--- config.mk ---
export PLATFORM = sky130hd
export DESIGN_NAME = fetch_stage_flat
export DESIGN_NICKNAME = d
export VERILOG_FILES = /design/src/rtl/fetch_stage_pkg.sv /design/src/rtl/fetch_stage_if.sv /design/src/rtl/fetch_fifo.sv /design/src/rtl/fetch_stage.sv /design/src/flat_wrapper.sv
export SDC_FILE = /design/constraint.sdc
export NUM_CORES = 1
export LEC_CHECK = 0
export CORE_AREA = 2 2 150 152
export DETAILED_ROUTE_END_ITERATION = 10
export DIE_AREA = 0 0 152 154
export HOLD_SLACK_MARGIN = 0.15
export PLACE_DENSITY_LB_ADDON = 0.05
export SYNTH_ARGS = -nofsm -noshare
export SYNTH_HDL_FRONTEND = slang
export SYNTH_SLANG_ARGS = --single-unit
--- constraint.sdc ---
create_clock -name clk -period 3.9 [get_ports clk]
set_clock_uncertainty 0.05 [all_clocks]
set_input_delay 0.585 -clock clk [delete_from_list [all_inputs] [get_ports clk]]
set_output_delay 0.585 -clock clk [all_outputs]
set_load 0.05 [all_outputs]
--- src/rtl/fetch_stage_pkg.sv ---
// Shared constants and types for the instruction-fetch front end.
package fetch_stage_pkg;

    localparam int unsigned ADDR_W_DEF     = 32;
    localparam int unsigned INST_W_DEF     = 32;
    localparam int unsigned INST_BYTES_DEF = 4;
    localparam int unsigned DEPTH_DEF      = 4;

    localparam logic [31:0] ZERO_WORD      = '0;
    localparam logic [ADDR_W_DEF-1:0] RESET_PC_DEF = ZERO_WORD;

    typedef enum logic {
        ST_HALT,
        ST_RUN
    } run_state_e;

endpackage

--- src/rtl/fetch_stage_if.sv ---
// ROM request, redirect and decode handshake bundle for fetch_stage.
interface fetch_stage_if import fetch_stage_pkg::*; #(
    parameter int unsigned ADDR_W = ADDR_W_DEF,
    parameter int unsigned INST_W = INST_W_DEF,
    parameter int unsigned DEPTH  = DEPTH_DEF
);

    localparam int unsigned CNT_W = $clog2(DEPTH) + 1;

    logic [INST_W-1:0] rom_data_i;
    logic [ADDR_W-1:0] rom_addr_o;
    logic              rom_ce_o;
    logic              redirect_i;
    logic [ADDR_W-1:0] redirect_pc_i;
    logic              id_ready_i;
    logic              id_valid_o;
    logic [ADDR_W-1:0] id_pc_o;
    logic [INST_W-1:0] id_inst_o;
    logic [CNT_W-1:0]  count_o;

    modport master (
        input  rom_data_i, redirect_i, redirect_pc_i, id_ready_i,
        output rom_addr_o, rom_ce_o, id_valid_o, id_pc_o, id_inst_o, count_o
    );

    modport slave (
        output rom_data_i, redirect_i, redirect_pc_i, id_ready_i,
        input  rom_addr_o, rom_ce_o, id_valid_o, id_pc_o, id_inst_o, count_o
    );

endinterface

--- src/rtl/fetch_fifo.sv ---
// Synchronous FIFO with flush; head reads zero while empty.
module fetch_fifo #(
    parameter int unsigned DEPTH = 4,
    parameter int unsigned WIDTH = 64
) (
    input  logic                     clk,
    input  logic                     rst,
    input  logic                     flush,
    input  logic                     push,
    input  logic                     pop,
    input  logic [WIDTH-1:0]         din,
    output logic [WIDTH-1:0]         head,
    output logic [$clog2(DEPTH):0]   count,
    output logic                     empty,
    output logic                     full
);

    localparam int unsigned PTR_W = $clog2(DEPTH);
    localparam int unsigned CNT_W = PTR_W + 1;

    logic [WIDTH-1:0] mem [DEPTH];
    logic [PTR_W-1:0] wr_ptr;
    logic [PTR_W-1:0] rd_ptr;
    logic             do_push;
    logic             do_pop;

    assign empty   = (count == '0);
    assign full    = (count == CNT_W'(DEPTH));
    assign do_push = push & ~full;
    assign do_pop  = pop & ~empty;
    assign head    = empty ? '0 : mem[rd_ptr];

    always_ff @(posedge clk) begin
        if (do_push) begin
            mem[wr_ptr] <= din;
        end
    end

    always_ff @(posedge clk) begin
        if (rst || flush) begin
            wr_ptr <= '0;
            rd_ptr <= '0;
            count  <= '0;
        end else begin
            if (do_push) begin
                wr_ptr <= wr_ptr + PTR_W'(1);
            end
            if (do_pop) begin
                rd_ptr <= rd_ptr + PTR_W'(1);
            end
            case ({do_push, do_pop})
                2'b10:   count <= count + CNT_W'(1);
                2'b01:   count <= count - CNT_W'(1);
                default: count <= count;
            endcase
        end
    end

endmodule

--- src/rtl/fetch_stage.sv ---
// Instruction-fetch front end: PC generator, ROM request and instruction queue to decode.
module fetch_stage import fetch_stage_pkg::*; #(
    parameter int unsigned        ADDR_W     = ADDR_W_DEF,
    parameter int unsigned        INST_W     = INST_W_DEF,
    parameter int unsigned        INST_BYTES = INST_BYTES_DEF,
    parameter logic [ADDR_W-1:0]  RESET_PC   = ADDR_W'(RESET_PC_DEF),
    parameter int unsigned        DEPTH      = DEPTH_DEF
) (
    input  logic            clk,
    input  logic            rst,
    fetch_stage_if.master   bus
);

    localparam int unsigned       CNT_W      = $clog2(DEPTH) + 1;
    localparam int unsigned       ENTRY_W    = ADDR_W + INST_W;
    localparam logic [ADDR_W-1:0] STEP       = ADDR_W'(INST_BYTES);
    localparam logic [ADDR_W-1:0] ALIGN_MASK = ~(ADDR_W'(INST_BYTES - 1));

    run_state_e          state;
    logic [ADDR_W-1:0]   pc;
    logic                push;
    logic                pop;
    logic                valid;
    logic                full;
    logic                empty;
    logic [CNT_W-1:0]    count;
    logic [ENTRY_W-1:0]  head;

    // Fetch never looks at id_ready: a full queue blocks the push even when a pop frees a slot.
    assign push  = (state == ST_RUN) & ~full & ~bus.redirect_i & ~rst;
    assign valid = ~empty & ~bus.redirect_i & ~rst;
    assign pop   = valid & bus.id_ready_i;

    always_ff @(posedge clk) begin
        if (rst) begin
            state <= ST_HALT;
            pc    <= RESET_PC;
        end else begin
            state <= ST_RUN;
            if (bus.redirect_i) begin
                pc <= bus.redirect_pc_i & ALIGN_MASK;
            end else if (push) begin
                pc <= pc + STEP;
            end
        end
    end

    fetch_fifo #(
        .DEPTH (DEPTH),
        .WIDTH (ENTRY_W)
    ) u_fifo (
        .clk   (clk),
        .rst   (rst),
        .flush (bus.redirect_i),
        .push  (push),
        .pop   (pop),
        .din   ({pc, bus.rom_data_i}),
        .head  (head),
        .count (count),
        .empty (empty),
        .full  (full)
    );

    assign bus.rom_addr_o = pc;
    assign bus.rom_ce_o   = push;
    assign bus.id_valid_o = valid;
    assign bus.id_pc_o    = head[ENTRY_W-1 -: ADDR_W];
    assign bus.id_inst_o  = head[INST_W-1:0];
    assign bus.count_o    = count;

endmodule

--- src/flat_wrapper.sv ---
// flat-port wrapper written by rule: the top's interface ports become plain ports
module fetch_stage_flat import fetch_stage_pkg::*;
#(
    parameter int unsigned        ADDR_W     = ADDR_W_DEF,
    parameter int unsigned        INST_W     = INST_W_DEF,
    parameter int unsigned        INST_BYTES = INST_BYTES_DEF,
    parameter logic [ADDR_W-1:0]  RESET_PC   = ADDR_W'(RESET_PC_DEF),
    parameter int unsigned        DEPTH      = DEPTH_DEF
)
  (clk, rst, bus_rom_data_i, bus_redirect_i, bus_redirect_pc_i, bus_id_ready_i, bus_rom_addr_o, bus_rom_ce_o, bus_id_valid_o, bus_id_pc_o, bus_id_inst_o, bus_count_o);
  fetch_stage_if #(.ADDR_W(ADDR_W), .INST_W(INST_W), .DEPTH(DEPTH)) bus_i ();
  input  logic clk;
  input  logic rst;
  input wire logic [$bits(bus_i.rom_data_i)-1:0] bus_rom_data_i;
  input wire logic [$bits(bus_i.redirect_i)-1:0] bus_redirect_i;
  input wire logic [$bits(bus_i.redirect_pc_i)-1:0] bus_redirect_pc_i;
  input wire logic [$bits(bus_i.id_ready_i)-1:0] bus_id_ready_i;
  output wire logic [$bits(bus_i.rom_addr_o)-1:0] bus_rom_addr_o;
  output wire logic [$bits(bus_i.rom_ce_o)-1:0] bus_rom_ce_o;
  output wire logic [$bits(bus_i.id_valid_o)-1:0] bus_id_valid_o;
  output wire logic [$bits(bus_i.id_pc_o)-1:0] bus_id_pc_o;
  output wire logic [$bits(bus_i.id_inst_o)-1:0] bus_id_inst_o;
  output wire logic [$bits(bus_i.count_o)-1:0] bus_count_o;
  assign bus_i.rom_data_i = bus_rom_data_i;
  assign bus_i.redirect_i = bus_redirect_i;
  assign bus_i.redirect_pc_i = bus_redirect_pc_i;
  assign bus_i.id_ready_i = bus_id_ready_i;
  assign bus_rom_addr_o = bus_i.rom_addr_o;
  assign bus_rom_ce_o = bus_i.rom_ce_o;
  assign bus_id_valid_o = bus_i.id_valid_o;
  assign bus_id_pc_o = bus_i.id_pc_o;
  assign bus_id_inst_o = bus_i.id_inst_o;
  assign bus_count_o = bus_i.count_o;
  fetch_stage #(.ADDR_W(ADDR_W), .INST_W(INST_W), .INST_BYTES(INST_BYTES), .RESET_PC(RESET_PC), .DEPTH(DEPTH)) u_core (.clk(clk), .rst(rst), .bus(bus_i));
endmodule
==> results.json <==
{
  "outcome": "finished clean",
  "worst_pin_slew_ns": 0.872,
  "grt_max_degree": 51,
  "p_int_mw": 5.33,
  "placed_cell_area_um2": 13800,
  "synth_ff_type": "edfxtp_1",
  "hpwlAfterDp_mm": 15.7,
  "synth_edf_count": 248,
  "ctsResizeCount": 0,
  "syn_avg_cell_area_um2": 16.9,
  "cts_buffers": 28,
  "initial_utilization_pct": 54.8,
  "viasPerCell": 5.93,
  "htreeDepth": 1,
  "die_x_um": 152,
  "final.fill_count": 1503,
  "pwr-share-seq_pct": 51.5,
  "cts_buffer_depth": 3,
  "ys_ff_latch": 288,
  "drc": 0,
  "yosysSeqAreaShare_pct": 69.4,
  "grt_pass1_wl_mm": 39.3,
  "powerDensity_nw_per_um2": 454,
  "netlist_area_um2": 11900,
  "post-place-ws_ns": 0.784,
  "peakVddDrop_mv": 0.370,
  "hold_viol": 0,
  "drv_cap": 0,
  "timing.setup.tns_ns": 0,
  "grt_antenna_before_repair": 0,
  "die_area_um2": 23400,
  "drtIter0Drc": 559,
  "utilization_pct": 68.4,
  "clk_pin_slew_ns": 0.06,
  "insertion_delay_ns": 0.54,
  "num_vias": 6928,
  "setup_ws_ns": 0.411,
  "drt_first_pass_iters": 4,
  "critPathKind": "reg2out",
  "comb_power_share_pct": 6.3,
  "layout-drive-gt1-share_pct": 16.1,
  "syn_inst": 702,
  "hold_class": "reg2reg",
  "crit_path_start_kind": "flop",
  "post_drt_wl_per_cell_um": 21.3,
  "switching_share_pct": 20.9,
  "final_net_count": 941,
  "slew_headroom_pct": 41.7,
  "crit_arrival_ns": 2.85,
  "period_share_pct": 89.5,
  "slew_viol_final": 0,
  "rows": 54,
  "grt.overflow.total": 0,
  "cts_setup_buffers": 0,
  "n_antenna_cell": 0,
  "grt_pass1_vias": 7199,
  "p_sw_mw": 1.41,
  "die_h_um": 154,
  "syn_to_final_growth_pct": 24.8,
  "endpoint_kind": "primary output",
  "async_reset_ff_share_pct": 0,
  "max_freq_mhz": 287,
  "placed_cells": 1116,
  "yosysUniqueCellTypes": 56,
  "clkSinkCount": 288,
  "p_clk_share_pct": 42.2,
  "final.min_clock_period_ns": 3.49,
  "routed_wl_mm": 24.8,
  "power.static_leakage_nw": 4.77,
  "setup_viol": 0,
  "antenna_left": 0,
  "core_area_um2": 21700,
  "cts_root_buf": "clkbuf_16",
  "gp_congestion": 0.857,
  "critPathMaxFanout": 22,
  "ctsHoldBuffers": 0,
  "yosys_warnings": 0,
  "placement.io_buffers": 162,
  "cts_tree": "done",
  "stdcell_count": 1168,
  "io_pins": 169,
  "rsz0062_at_grt": "no",
  "design_area_um2": 14800,
  "grt_usage_pct": 21.2,
  "required_ns": 3.26
}
[final cells by class]
type / count / area [um2] / share of cell area (%)
Tap cell: 280 / 350 / 2.36
Sequential cell: 288 / 8260 / 55.7
Clock buffer: 34 / 744 / 5.02
Timing Repair Buffer: 182 / 1840 / 12.4
Clock inverter: 18 / 235 / 1.59
Inverter: 10 / 37.5 / 0.253
Multi-Input combinational cell: 356 / 3360 / 22.7
[routing by layer]
layer,track usage (%),vias to the layer above,share of wire (%)
li1,-,3125,-
met2,35.9,260,50
met3,3.30,34,6.0
met1,29.4,3509,42
met4,5.12,0,1.8
met5,0,-,0
[layout by cell type, fill, tap and decap left out, types with 5 or more instances in the layout]
| master | count |
|---|---|
| a211oi_1 | 8 |
| a21oi_1 | 5 |
| a311oi_1 | 7 |
| and2_1 | 66 |
| and3_1 | 9 |
| and4_1 | 6 |
| buf_12 | 6 |
| buf_4 | 16 |
| bufinv_16 | 6 |
| clkbuf_1 | 5 |
| clkbuf_16 | 29 |
| clkdlybuf4s50_1 | 160 |
| clkinv_1 | 7 |
| dfxtp_1 | 38 |
| edfxtp_1 | 248 |
| ha_1 | 6 |
| inv_1 | 9 |
| mux4_2 | 62 |
| nand2_1 | 12 |
| nand3_1 | 18 |
| nand4_1 | 11 |
| nor2_1 | 33 |
| nor2b_1 | 5 |
| nor3_1 | 10 |
| nor4_1 | 9 |
| o21ai_0 | 5 |
| o31a_1 | 7 |
| o31ai_1 | 11 |
| or4_1 | 10 |
| xor2_1 | 10 |
[per-stage QoR]
stage          power [mW]  hold slack (ns)
2_1_floorplan        3.76            0.419
3_3_place_gp         3.94            0.427
3_5_place_dp         3.96            0.442
4_1_cts              6.79            0.450
5_1_grt              6.94            0.470
6_report             6.74            0.447
[critical path, stage by stage (launching register included)]
cell and delay, ns:
dfxtp_4 0.62, buf_12 0.27, mux4_2 0.52, and2_1 0.20
clkdlybuf4s50_1 0.71
[cell usage after synthesis (3+ instances only)]
library cell	number	area (um2)
a211oi_1	8	60.1
a21oi_1	5	25.0
a311oi_1	7	61.3
and2_1	70	438
and3_1	9	56.3
and4_1	6	52.6
buf_1	6	22.5
buf_2	12	60.1
buf_4	6	45.0
buf_6	4	45.0
clkbuf_1	23	86.3
dfxtp_1	40	801
edfxtp_1	248	7450
ha_1	6	75.1
inv_1	9	33.8
mux4_2	62	1400
nand2_1	12	45.0
nand3_1	18	90.1
nand4_1	11	68.8
nor2_1	33	124
nor2b_1	5	31.3
nor3_1	10	50.1
nor4_1	9	56.3
o211ai_1	4	30.0
o21ai_0	5	25.0
o31a_1	7	61.3
o31ai_1	11	82.6
or3_1	3	18.8
or4_1	10	75.1
xor2_1	10	87.6
[kinds of logic after synthesis]
family / Yosys count / synth area share, %
AO/OA/AOI/OAI: 64 / 4.29
XOR/XNOR: 11 / 0.811
adder cells (fa/ha/maj): 7 / 0.800
buffers and inverters: 61 / 2.50
flip-flops: 288 / 69.4
multiplexers: 62 / 11.8
other: 1 / 0.0316
AND/OR/NAND/NOR: 208 / 10.4
[state kept, by name, summed over array words and instances (netlist names), named ones only]
signal                 cells
u_core.bus.rom_addr_o     30
u_core.state               1
u_core.u_fifo.count        3
u_core.u_fifo.mem        248
u_core.u_fifo.rd_ptr       2
u_core.u_fifo.wr_ptr       2
[power by group through the flow]
stage,logic (mW),registers (mW),clock network (mW)
finish,0.427,3.47,2.84
global route,0.452,3.48,3.01
CTS,0.429,3.47,2.90
detailed placement,0.426,3.53,0
global placement,0.417,3.53,0
floorplan,0.175,3.58,0
[worst paths after layout]
kind / to / cells past startpoint / from / slack (ns)
setup reg to reg: u_core.u_fifo.count[2] / 10 / u_core.u_fifo.count[0] / 1.05
hold reg to reg: u_core.u_fifo.wr_ptr[1] / 2 / u_core.u_fifo.wr_ptr[1] / 0.45
setup / recovery: bus_id_pc_o[21] / 4 / flop / 0.41
hold / removal: u_core.u_fifo.wr_ptr[1] / 2 / u_core.u_fifo.wr_ptr[1] / 0.45
No activity file was read; power rests on OpenSTA's default activity.
